`config.mk`:
```
export PLATFORM = sky130hd
export DESIGN_NAME = iob_jbi_rptr_arb
export DESIGN_NICKNAME = d
export VERILOG_FILES = /design/src/rtl/iob_jbi_rptr_pkg.sv /design/src/rtl/iob_jbi_rptr_credit.sv /design/src/rtl/iob_jbi_rptr_arb.sv
export SDC_FILE = /design/constraint.sdc
export NUM_CORES = 1
export LEC_CHECK = 0
export ABC_CLOCK_PERIOD_IN_PS = 2700
export CORE_AREA = 5 5 162 164
export CTS_CLUSTER_SIZE = 12
export DETAILED_ROUTE_END_ITERATION = 12
export DIE_AREA = 0 0 167 169
export PLACE_DENSITY = 0.68
export RECOVER_POWER = 50
export SLEW_MARGIN = 20
export SYNTH_ARGS = -nofsm -noshare
export SYNTH_HDL_FRONTEND = slang
export SYNTH_SLANG_ARGS = --single-unit
```
`constraint.sdc`:
```
create_clock -name clk -period 2.7 [get_ports clk]
set_input_delay 0.675 -clock clk [delete_from_list [all_inputs] [get_ports clk]]
set_output_delay 0.675 -clock clk [all_outputs]
set_load 0.005 [all_outputs]
```
`src/rtl/iob_jbi_rptr_pkg.sv`:
```
// ============================================================================
// Module  : iob_jbi_rptr_pkg
// Brief   : Shared widths, credit depth and FSM encoding for the IOB->JBI
//           repeater arbiter.
// Revision: 1.0 - initial release
// ============================================================================
`default_nettype none

package iob_jbi_rptr_pkg;

    localparam int DW      = 136;
    localparam int CREDITS = 4;
    localparam int CW      = $clog2(CREDITS + 1);

    typedef enum logic [1:0] {
        IDLE  = 2'd0,
        LOCK0 = 2'd1,
        LOCK1 = 2'd2
    } state_e;

endpackage

`default_nettype wire

```
`src/rtl/iob_jbi_rptr_credit.sv`:
```
// ============================================================================
// Module  : iob_jbi_rptr_credit
// Brief   : JBI beat-credit counter with availability flag and sticky
//           over-return error.
// Revision: 1.0 - initial release
// ============================================================================
`default_nettype none

module iob_jbi_rptr_credit
    import iob_jbi_rptr_pkg::*;
(
    input  logic          clk,
    input  logic          rst_l,
    input  logic          consume,
    input  logic          credit_ret,
    output logic [CW-1:0] credit_cnt,
    output logic          credit_avail,
    output logic          credit_ovf
);

    logic [CW-1:0] cnt_q, cnt_d;
    logic          ovf_q, ovf_d;

    always_comb begin
        cnt_d = cnt_q;
        ovf_d = ovf_q;
        case ({consume, credit_ret})
            2'b10: cnt_d = cnt_q - CW'(1);
            2'b01: begin
                // A return with the buffer already fully credited is dropped.
                if (cnt_q == CW'(CREDITS)) begin
                    ovf_d = 1'b1;
                end else begin
                    cnt_d = cnt_q + CW'(1);
                end
            end
            default: ;
        endcase
    end

    always_ff @(posedge clk or negedge rst_l) begin
        if (!rst_l) begin
            cnt_q <= CW'(CREDITS);
            ovf_q <= 1'b0;
        end else begin
            cnt_q <= cnt_d;
            ovf_q <= ovf_d;
        end
    end

    assign credit_cnt   = cnt_q;
    assign credit_avail = (cnt_q != '0);
    assign credit_ovf   = ovf_q;

endmodule

`default_nettype wire

```
`src/rtl/iob_jbi_rptr_arb.sv`:
```
// ============================================================================
// Module  : iob_jbi_rptr_arb
// Brief   : Packet-granular round-robin arbiter between two IOB sources onto
//           the credited, registered IOB->JBI repeater path.
// Revision: 1.0 - initial release
// ============================================================================
`default_nettype none

module iob_jbi_rptr_arb
    import iob_jbi_rptr_pkg::*;
(
    input  logic          clk,
    input  logic          rst_l,
    input  logic          req0_vld,
    input  logic          req0_last,
    input  logic [DW-1:0] req0_data,
    output logic          req0_ack,
    input  logic          req1_vld,
    input  logic          req1_last,
    input  logic [DW-1:0] req1_data,
    output logic          req1_ack,
    input  logic          jbi_credit_ret,
    output logic          sig_buf_vld,
    output logic [DW-1:0] sig_buf,
    output logic [CW-1:0] credit_cnt,
    output logic          credit_ovf
);

    state_e        state_q, state_d;
    logic          rr_ptr_q, rr_ptr_d;
    logic          gnt0, gnt1;
    logic          ack0, ack1;
    logic          credit_avail;
    logic          sig_buf_vld_q, sig_buf_vld_d;
    logic [DW-1:0] sig_buf_q, sig_buf_d;

    iob_jbi_rptr_credit u_credit (
        .clk          (clk),
        .rst_l        (rst_l),
        .consume      (ack0 | ack1),
        .credit_ret   (jbi_credit_ret),
        .credit_cnt   (credit_cnt),
        .credit_avail (credit_avail),
        .credit_ovf   (credit_ovf)
    );

    always_ff @(posedge clk or negedge rst_l) begin
        if (!rst_l) begin
            state_q  <= IDLE;
            rr_ptr_q <= 1'b0;
        end else begin
            state_q  <= state_d;
            rr_ptr_q <= rr_ptr_d;
        end
    end

    always_comb begin
        state_d  = state_q;
        rr_ptr_d = rr_ptr_q;
        unique case (state_q)
            IDLE: begin
                if (ack0) begin
                    if (req0_last) rr_ptr_d = 1'b1;
                    else           state_d  = LOCK0;
                end else if (ack1) begin
                    if (req1_last) rr_ptr_d = 1'b0;
                    else           state_d  = LOCK1;
                end
            end
            LOCK0: begin
                if (ack0 && req0_last) begin
                    state_d  = IDLE;
                    rr_ptr_d = 1'b1;
                end
            end
            LOCK1: begin
                if (ack1 && req1_last) begin
                    state_d  = IDLE;
                    rr_ptr_d = 1'b0;
                end
            end
            default: state_d = IDLE;
        endcase
    end

    // Acks are forced low while reset is held so nothing is consumed.
    always_comb begin
        gnt0 = 1'b0;
        gnt1 = 1'b0;
        unique case (state_q)
            IDLE: begin
                if (req0_vld && req1_vld) begin
                    gnt0 = ~rr_ptr_q;
                    gnt1 = rr_ptr_q;
                end else begin
                    gnt0 = req0_vld;
                    gnt1 = req1_vld;
                end
            end
            LOCK0:   gnt0 = 1'b1;
            LOCK1:   gnt1 = 1'b1;
            default: ;
        endcase
        ack0 = rst_l & credit_avail & gnt0 & req0_vld;
        ack1 = rst_l & credit_avail & gnt1 & req1_vld;
    end

    always_comb begin
        sig_buf_vld_d = ack0 | ack1;
        sig_buf_d     = sig_buf_q;
        if (ack0)      sig_buf_d = req0_data;
        else if (ack1) sig_buf_d = req1_data;
    end

    always_ff @(posedge clk or negedge rst_l) begin
        if (!rst_l) begin
            sig_buf_vld_q <= 1'b0;
            sig_buf_q     <= '0;
        end else begin
            sig_buf_vld_q <= sig_buf_vld_d;
            sig_buf_q     <= sig_buf_d;
        end
    end

    assign req0_ack    = ack0;
    assign req1_ack    = ack1;
    assign sig_buf_vld = sig_buf_vld_q;
    assign sig_buf     = sig_buf_q;

endmodule

`default_nettype wire

```
==> impl_results.rst, run 1 <==
.. list-table::
   :header-rows: 1

   * - Metric
     - Value
   * - Number of search-and-repair iterations in the first detailed-routing pass
     - 5
   * - Share of post-route cells with drive strength above 1
     - 5.77%
   * - Result of the run
     - complete, but fails checks
   * - Worst slew margin relative to its limit
     - -30.0%
   * - Antenna violations before repair
     - 0
   * - DR WL/cell
     - 16.4 µm
   * - Power density of the placed cells
     - 983 nW/µm²
   * - Number of DRC markers after the initial detailed-route iteration
     - 383
   * - Share of the synthesized area in the top cell type
     - 53.6%
   * - Clock-pin transition on the worst setup and hold timing paths
     - 0.05 ns
   * - Achievable clock frequency
     - 390 MHz
   * - Crit. End Element
     - output pin
   * - Mapped Nets
     - 1091
   * - Initial standard-cell utilization of the core
     - 27.0%
   * - Total number of placement rows
     - 58
   * - Buffering stage count on the worst path with inverters included
     - 3
   * - Post-synth design cell area
     - 6680 µm²
   * - Maximum buffer depth of the clock tree
     - 2
   * - Number of cell instances on the worst register-to-register path
     - 9
   * - FF-to-FF setup slack
     - 0.29 ns
   * - Minimum clock period
     - 2.56 ns
   * - CP Depth
     - 6
   * - Final Hold Viols
     - 0
   * - Worst ir drop on vdd
     - 355 µV
   * - Residual DRC
     - 0
   * - Global-route wire length before repair
     - 39500 µm
   * - Clk sinks
     - 144
   * - Overall die area
     - 28200 µm²
   * - Area growth syn-to-layout
     - 78.7%
   * - GRT Residual Overflow
     - 0
   * - Total track usage
     - 17.4%
   * - Leading cell type in the layout, fill and taps excluded
     - sky130_fd_sc_hd__clkdlybuf4s50_1
   * - Path category of the worst min-delay check
     - reg2reg
   * - Number of placed instances with taps included
     - 1528
   * - Number of max-cap violations
     - 1
   * - Kind of cell adding the most delay to the critical path
     - buffers and inverters
   * - Crit Reg-Reg Endpoint
     - u_credit.credit_cnt[2]
   * - Per-cell via count in the routed design
     - 4.58
   * - Cell taking the most area after synthesis
     - sky130_fd_sc_hd__dfrtp_1
   * - Final design utilization
     - 48.2%
   * - RSZ-0062 raised after global routing
     - no
   * - Setup skew after layout
     - 0.0174 ns
   * - Warning count from the yosys run
     - 0
   * - Final number of max-transition violations
     - 34
   * - Count of boundary I/O pins
     - 422
   * - Sequence of cells on the critical path
     - clkdlybuf4s50_1 -> nand2b_1 -> a21oi_1 -> nor3b_2 -> buf_4 -> dlygate4sd2_1
   * - Gate count after technology mapping
     - 807
   * - Leading cell types in the layout, fill and taps excluded
     - 321 x sky130_fd_sc_hd__clkdlybuf4s50_1, 278 x sky130_fd_sc_hd__nand2_1, 143 x sky130_fd_sc_hd__dfrtp_1, 140 x sky130_fd_sc_hd__nor2_1, 136 x sky130_fd_sc_hd__a31oi_1
   * - Maximum level of the CTS H-tree
     - 4
   * - Area occupied by registers
     - 3600 µm²
   * - Crit path max fanout
     - 2
   * - Largest cells by area after synthesis
     - sky130_fd_sc_hd__dfrtp_1 54%, sky130_fd_sc_hd__nand2_1 16%, sky130_fd_sc_hd__a31oi_1 13%, sky130_fd_sc_hd__nor2_1 7.9%, sky130_fd_sc_hd__buf_2 3.4%
   * - TritonCTS clock tree
     - built
   * - CP endpoint
     - req1_ack
   * - Worst slack at placement
     - -0.161 ns
   * - Via count
     - 7146
   * - Ys async rst share
     - 100%
   * - Total routed wirelength
     - 25600 µm
   * - Post-route fraction of the period consumed by the critical path
     - 94.9%
   * - DP Wirelength
     - 19000 µm
   * - Crit start category
     - input port
   * - Final Net Count
     - 1503
   * - Area of the multi-input gates
     - 2790 µm²
   * - Finish-stage setup viols
     - 0
   * - Critical register-to-register path startpoint
     - state_q[1]
   * - Master of the slowest instance on the critical path
     - sky130_fd_sc_hd__clkdlybuf4s50_1
   * - Die W
     - 167 µm
   * - Maximum number of pins on one net before global-route repair
     - 83
   * - Slew at the pin closest to its max-slew limit
     - 1.95 ns
   * - Part of the Yosys area used for sequential elements
     - 54.0%
   * - Post-synth EDFFs
     - 0
   * - Min setup slack post-route
     - 0.139 ns
   * - Area of the core
     - 24700 µm²
   * - Layout filler cell count
     - 2372
   * - Number of nets with antenna violations after routing
     - 0
   * - Leading register cell type out of synthesis
     - sky130_fd_sc_hd__dfrtp_1
   * - Die Ht
     - 169 µm
   * - Worst setup path startpoint
     - req0_vld
   * - Number of buffers inserted by port buffering
     - 421
   * - Finished Layout Cells
     - 1560
   * - Failing checks
     - capacitance limit, slew limit
   * - Data arrival time of the critical path
     - 1.89 ns
   * - Skew-Pair Late Insertion Delay
     - 0.42 ns
   * - Flops & latches, synth
     - 144
   * - Total Power
     - 11.7 mW
   * - Antenna diodes
     - 0
   * - Data required time of the critical path
     - 2.03 ns
   * - Vias in the first global route
     - 7026
   * - GPL Wtd Cong
     - 0.854
   * - Per-instance average area after synthesis
     - 8.27 µm²
   * - Distinct cells, synth
     - 38
   * - Lkg Pwr
     - 4.84 nW
   * - Number of buffers inserted during clock tree synthesis
     - 17
   * - Largest stage delay on the critical path
     - 0.48 ns
   * - CTS Root Buffer Type
     - sky130_fd_sc_hd__clkbuf_16
   * - Worst setup path class
     - in2out
==> how the worst min path moves through the flow <==
stage	slack, ns	from	cells after the start	endpoint
after floorplan	0.38	rst_l	0	rr_ptr_q
after global placement	0.46	u_credit.credit_ovf	1	u_credit.credit_ovf
after detailed placement	0.46	u_credit.credit_ovf	1	u_credit.credit_ovf
after CTS	0.35	rst_l	2	sig_buf[108]
after global routing	0.48	u_credit.credit_ovf	1	u_credit.credit_ovf
final	0.47	u_credit.credit_ovf	1	u_credit.credit_ovf
==> cells in the mapped netlist, types with 2 or more instances <==
cell	count
sky130_fd_sc_hd__clkbuf_1	14
sky130_fd_sc_hd__nand3_1	2
sky130_fd_sc_hd__a21oi_1	6
sky130_fd_sc_hd__a31oi_1	136
sky130_fd_sc_hd__nor2_1	140
sky130_fd_sc_hd__ha_1	4
sky130_fd_sc_hd__buf_2	45
sky130_fd_sc_hd__buf_1	2
sky130_fd_sc_hd__inv_1	3
sky130_fd_sc_hd__o21ai_0	7
sky130_fd_sc_hd__nand2_1	278
sky130_fd_sc_hd__inv_2	2
sky130_fd_sc_hd__dfrtp_1	143
==> state kept, by name, summed over array words and instances, names as in the netlist <==
signal	cells
sig_buf	136
u_credit.credit_cnt	3
state_q	2
rr_ptr_q	1
sig_buf_vld	1
u_credit.credit_ovf	1
==> what timing repair did <==
| action | in CTS | in global routing |
|---|---|---|
| buffers inserted | 2 | 0 |
| hold buffers | 0 | 0 |
| setup endpoints to repair | 2 | 0 |
| gates resized for setup | 5 | 0 |
==> area by class of cell <==
cell class | instances | area share [%]
multi-input combinational | 597 | 23.4
tap | 330 | 3.46
clock inverter | 12 | 1.32
inverter | 5 | 0.241
timing repair buffer | 454 | 37.8
sequential | 144 | 30.2
clock buffer | 18 | 3.60
==> power breakdown <==
group	internal [mW]	leakage (nW)	switching, mW
combinational	2.98	2.97	2.54
clock	1.45	0.279	0.984
sequential	3.23	1.59	0.542
==> worst register-to-register path, cell delays in order, from the launching register on <==
cell	delay, ns
sky130_fd_sc_hd__dfrtp_1	0.41
sky130_fd_sc_hd__inv_1	0.08
sky130_fd_sc_hd__ha_1	0.22
sky130_fd_sc_hd__clkbuf_1	0.18
sky130_fd_sc_hd__o21ai_0	0.18
sky130_fd_sc_hd__a21o_2	0.18
sky130_fd_sc_hd__nand2_1	0.07
sky130_fd_sc_hd__fa_1	0.40
sky130_fd_sc_hd__or3_1	0.38
sky130_fd_sc_hd__a31o_2	0.24
==> cells by family after synthesis <==
logic type / Yosys count / synth area share, %
fa+ha+maj: 5 / 1.05
mux: 2 / 0.319
buf+inv: 66 / 4.55
xor+xnor: 1 / 0.131
compound gates: 161 / 15.4
simple gates: 428 / 24.5
flops: 144 / 54.0
==> per-layer routing <==
metal / vias up / global-route usage (%) / part of all wire [%]
met3: 42 / 4.67 / 6.9
met4: 0 / 6.79 / 3.0
met5: - / 0 / 0
met1: 3291 / 20.8 / 40
met2: 273 / 30.0 / 50
li1: 3540 / - / -
==> through the flow <==
| step | hold WS (ns) | area, µm² | setup TNS [ns] |
|---|---|---|---|
| after CTS | 0.355 | 12000 | 0 |
| after floorplan | 0.379 | 6680 | 0 |
| after global routing | 0.482 | 11900 | 0 |
| final | 0.467 | 11900 | 0 |
| after global placement | 0.459 | 11300 | -0.303 |
| after detailed placement | 0.461 | 11300 | -0.353 |
Note: power is estimated with default switching activity, not from simulation.
==> run 2: changes to the inputs <==
CORE_AREA = 2 2 164 166   (was 5 5 162 164)
DIE_AREA = 0 0 166 168   (was 0 0 167 169)
PLACE_DENSITY = 0.65   (was 0.68)
==> run 2 against run 1 <==
The run now ends clean. Sequential share of layout area up 0.13 points. Clock-buffer cell count up 1. Clock power down 3%. Critical endpoint is now req0_ack. Highest routed layer unchanged.
==> impl_results.rst, run 2 (synthesized netlist as in run 1, its figures left out) <==
.. list-table::
   :header-rows: 1

   * - Metric
     - Value
   * - Global-route wire length before repair
     - 38500 µm
   * - Worst slew margin relative to its limit
     - 44.6%
   * - CTS Root Buffer Type
     - sky130_fd_sc_hd__clkbuf_16
   * - Final number of max-transition violations
     - 0
   * - Crit path max fanout
     - 5
   * - Power density of the placed cells
     - 983 nW/µm²
   * - Crit start category
     - input port
   * - Total Power
     - 11.7 mW
   * - Lkg Pwr
     - 4.81 nW
   * - Achievable clock frequency
     - 397 MHz
   * - Buffering stage count on the worst path with inverters included
     - 3
   * - Count of boundary I/O pins
     - 422
   * - Area of the multi-input gates
     - 2790 µm²
   * - Worst ir drop on vdd
     - 403 µV
   * - Flip-flop count of the largest register, all copies and words added
     - 136
   * - Layout filler cell count
     - 2555
   * - Grt peak-use layer
     - met2
   * - Per-cell via count in the routed design
     - 4.59
   * - Met1 routing resource usage after global routing
     - 20.6%
   * - Cell-internal power
     - 7.63 mW
   * - Data arrival time of the critical path
     - 1.85 ns
   * - Worst setup path class
     - in2out
   * - GRT Residual Overflow
     - 0
   * - Crit. End Element
     - output pin
   * - Total routed wirelength
     - 24400 µm
   * - RSZ-0062 raised after global routing
     - no
   * - Maximum buffer depth of the clock tree
     - 2
   * - Number of DRC markers after the initial detailed-route iteration
     - 443
   * - Number of nets with antenna violations after routing
     - 0
   * - Residual DRC
     - 0
   * - Final Hold Viols
     - 0
   * - Vias in the first global route
     - 7077
   * - Via count
     - 7155
   * - Data required time of the critical path
     - 2.03 ns
   * - Number of buffers inserted by port buffering
     - 421
   * - Clock-pin transition on the worst setup and hold timing paths
     - 0.06 ns
   * - Final Net Count
     - 1491
   * - Clock Power Share
     - 20.2%
   * - Antenna violations before repair
     - 0
   * - TritonCTS clock tree
     - built
   * - Critical register-to-register path startpoint
     - u_credit.credit_cnt[1]
   * - Result of the run
     - completed
   * - GPL Wtd Cong
     - 0.811
   * - Comb power frac
     - 47.0%
   * - Buffers inserted by post-CTS timing repair
     - 0
   * - Total number of placement rows
     - 60
   * - Die Ht
     - 168 µm
   * - Leading cell type in the layout, fill and taps excluded
     - sky130_fd_sc_hd__clkdlybuf4s50_1
   * - Initial standard-cell utilization of the core
     - 25.3%
   * - Slew at the pin closest to its max-slew limit
     - 0.832 ns
   * - Area of the core
     - 26400 µm²
   * - Finish-stage setup viols
     - 0
   * - DP Wirelength
     - 17500 µm
   * - Share of post-route cells with drive strength above 1
     - 5.00%
   * - Skew-Pair Late Insertion Delay
     - 0.42 ns
   * - Maximum level of the CTS H-tree
     - 4
   * - CP endpoint
     - req0_ack
   * - Area growth syn-to-layout
     - 78.0%
   * - Final design utilization
     - 45.1%
   * - Post-route fraction of the period consumed by the critical path
     - 93.4%
   * - DR WL/cell
     - 15.7 µm
   * - NetSw
     - 4.05 mW
   * - Number of max-cap violations
     - 0
   * - Master of the slowest instance on the critical path
     - sky130_fd_sc_hd__clkdlybuf4s50_1
   * - Portion of total power attributed to sequential cells
     - 32.8%
   * - M2 GR Usage
     - 28.8%
   * - Leading cell types in the layout, fill and taps excluded
     - 350 x sky130_fd_sc_hd__clkdlybuf4s50_1, 278 x sky130_fd_sc_hd__nand2_1, 142 x sky130_fd_sc_hd__dfrtp_1, 140 x sky130_fd_sc_hd__nor2_1, 136 x sky130_fd_sc_hd__a31oi_1
   * - Minimum clock period
     - 2.52 ns
   * - CP Depth
     - 5
   * - Final hold slack
     - 0.410 ns
   * - Area occupied by registers
     - 3610 µm²
   * - Largest stage delay on the critical path
     - 0.55 ns
   * - Total track usage
     - 17.3%
   * - Crit Reg-Reg Endpoint
     - u_credit.credit_cnt[2]
   * - Met3 usage
     - 5.43%
   * - Antenna diodes
     - 0
   * - Sequence of cells on the critical path
     - clkdlybuf4s50_1 -> a21boi_2 -> o211ai_4 -> inv_4 -> dlygate4sd2_1
   * - Clk sinks
     - 144
   * - Fraction of power spent switching nets
     - 34.7%
   * - Number of buffers inserted during clock tree synthesis
     - 17
   * - Path category of the worst min-delay check
     - in2async
   * - Overall die area
     - 27900 µm²
   * - Number of cell instances on the worst register-to-register path
     - 6
   * - Maximum number of pins on one net before global-route repair
     - 144
   * - Number of search-and-repair iterations in the first detailed-routing pass
     - 5
   * - Die W
     - 166 µm
   * - Worst setup path startpoint
     - req1_vld
   * - FF-to-FF setup slack
     - 0.22 ns
   * - Setup skew after layout
     - 0.0155 ns
   * - Kind of cell adding the most delay to the critical path
     - buffers and inverters
[run 2: cell types whose count changed in the layout (fill, tap and decap cells not counted), moves of 2 or more]
cell                              previous run  this run
sky130_fd_sc_hd__clkbuf_2                    2         0
sky130_fd_sc_hd__clkinv_4                    0         3
sky130_fd_sc_hd__inv_6                       4         2
sky130_fd_sc_hd__buf_12                      5         8
sky130_fd_sc_hd__clkdlybuf4s50_1           321       350
sky130_fd_sc_hd__buf_4                      25        12
sky130_fd_sc_hd__dlygate4sd3_1              97        68
[run 2: routing by layer]
metal | wire (µm) | up-vias
li1 | - | 3517
met1 | 10100 | 3275
met2 | 11500 | 317
met3 | 1960 | 46
met4 | 828 | 0
met5 | 0 | -
[run 2: worst min path at each step]
stage,end,slack (ns),cells past startpoint
after floorplan,rr_ptr_q,0.38,0
after global routing,u_credit.credit_cnt[2],0.40,1
after detailed placement,u_credit.credit_ovf,0.47,1
after CTS,u_credit.credit_cnt[2],0.19,1
after global placement,u_credit.credit_ovf,0.46,1
final,u_credit.credit_cnt[2],0.41,1
[run 2: what timing repair did]
item,4_1_cts,5_1_grt
hold buffers,0,0
resized for setup,5,3
cloned,0,0
setup endpoints to repair,2,1
endpoints found under the hold margin,0,0
[run 2: final cells by class]
cell class	instances	share of cell area, %
inverter	5	0.242
sequential	144	30.3
tap	341	3.59
timing repair buffer	442	37.6
clock buffer	19	3.64
clock inverter	12	1.15
multi-input combinational	597	23.5
[run 2: metrics by stage]
step	area, µm²	cells	TNS, ns	worst slack, ns
global placement	11300	1529	-0.126	-0.0964
floorplan	6680	807	0	0.502
global route	11900	1560	0	0.0635
finish	11900	1560	0	0.179
detailed placement	11300	1529	-1.15	-0.103
CTS	11900	1560	0	0.0178
[run 2: power groups by stage]
stage,logic (mW),registers (mW),clock network [mW]
2_1_floorplan,2.29,3.93,0
3_3_place_gp,5.64,3.86,0
3_5_place_dp,5.72,3.91,0
4_1_cts,5.77,3.88,2.42
5_1_grt,6.06,3.99,2.51
6_report,5.49,3.83,2.36
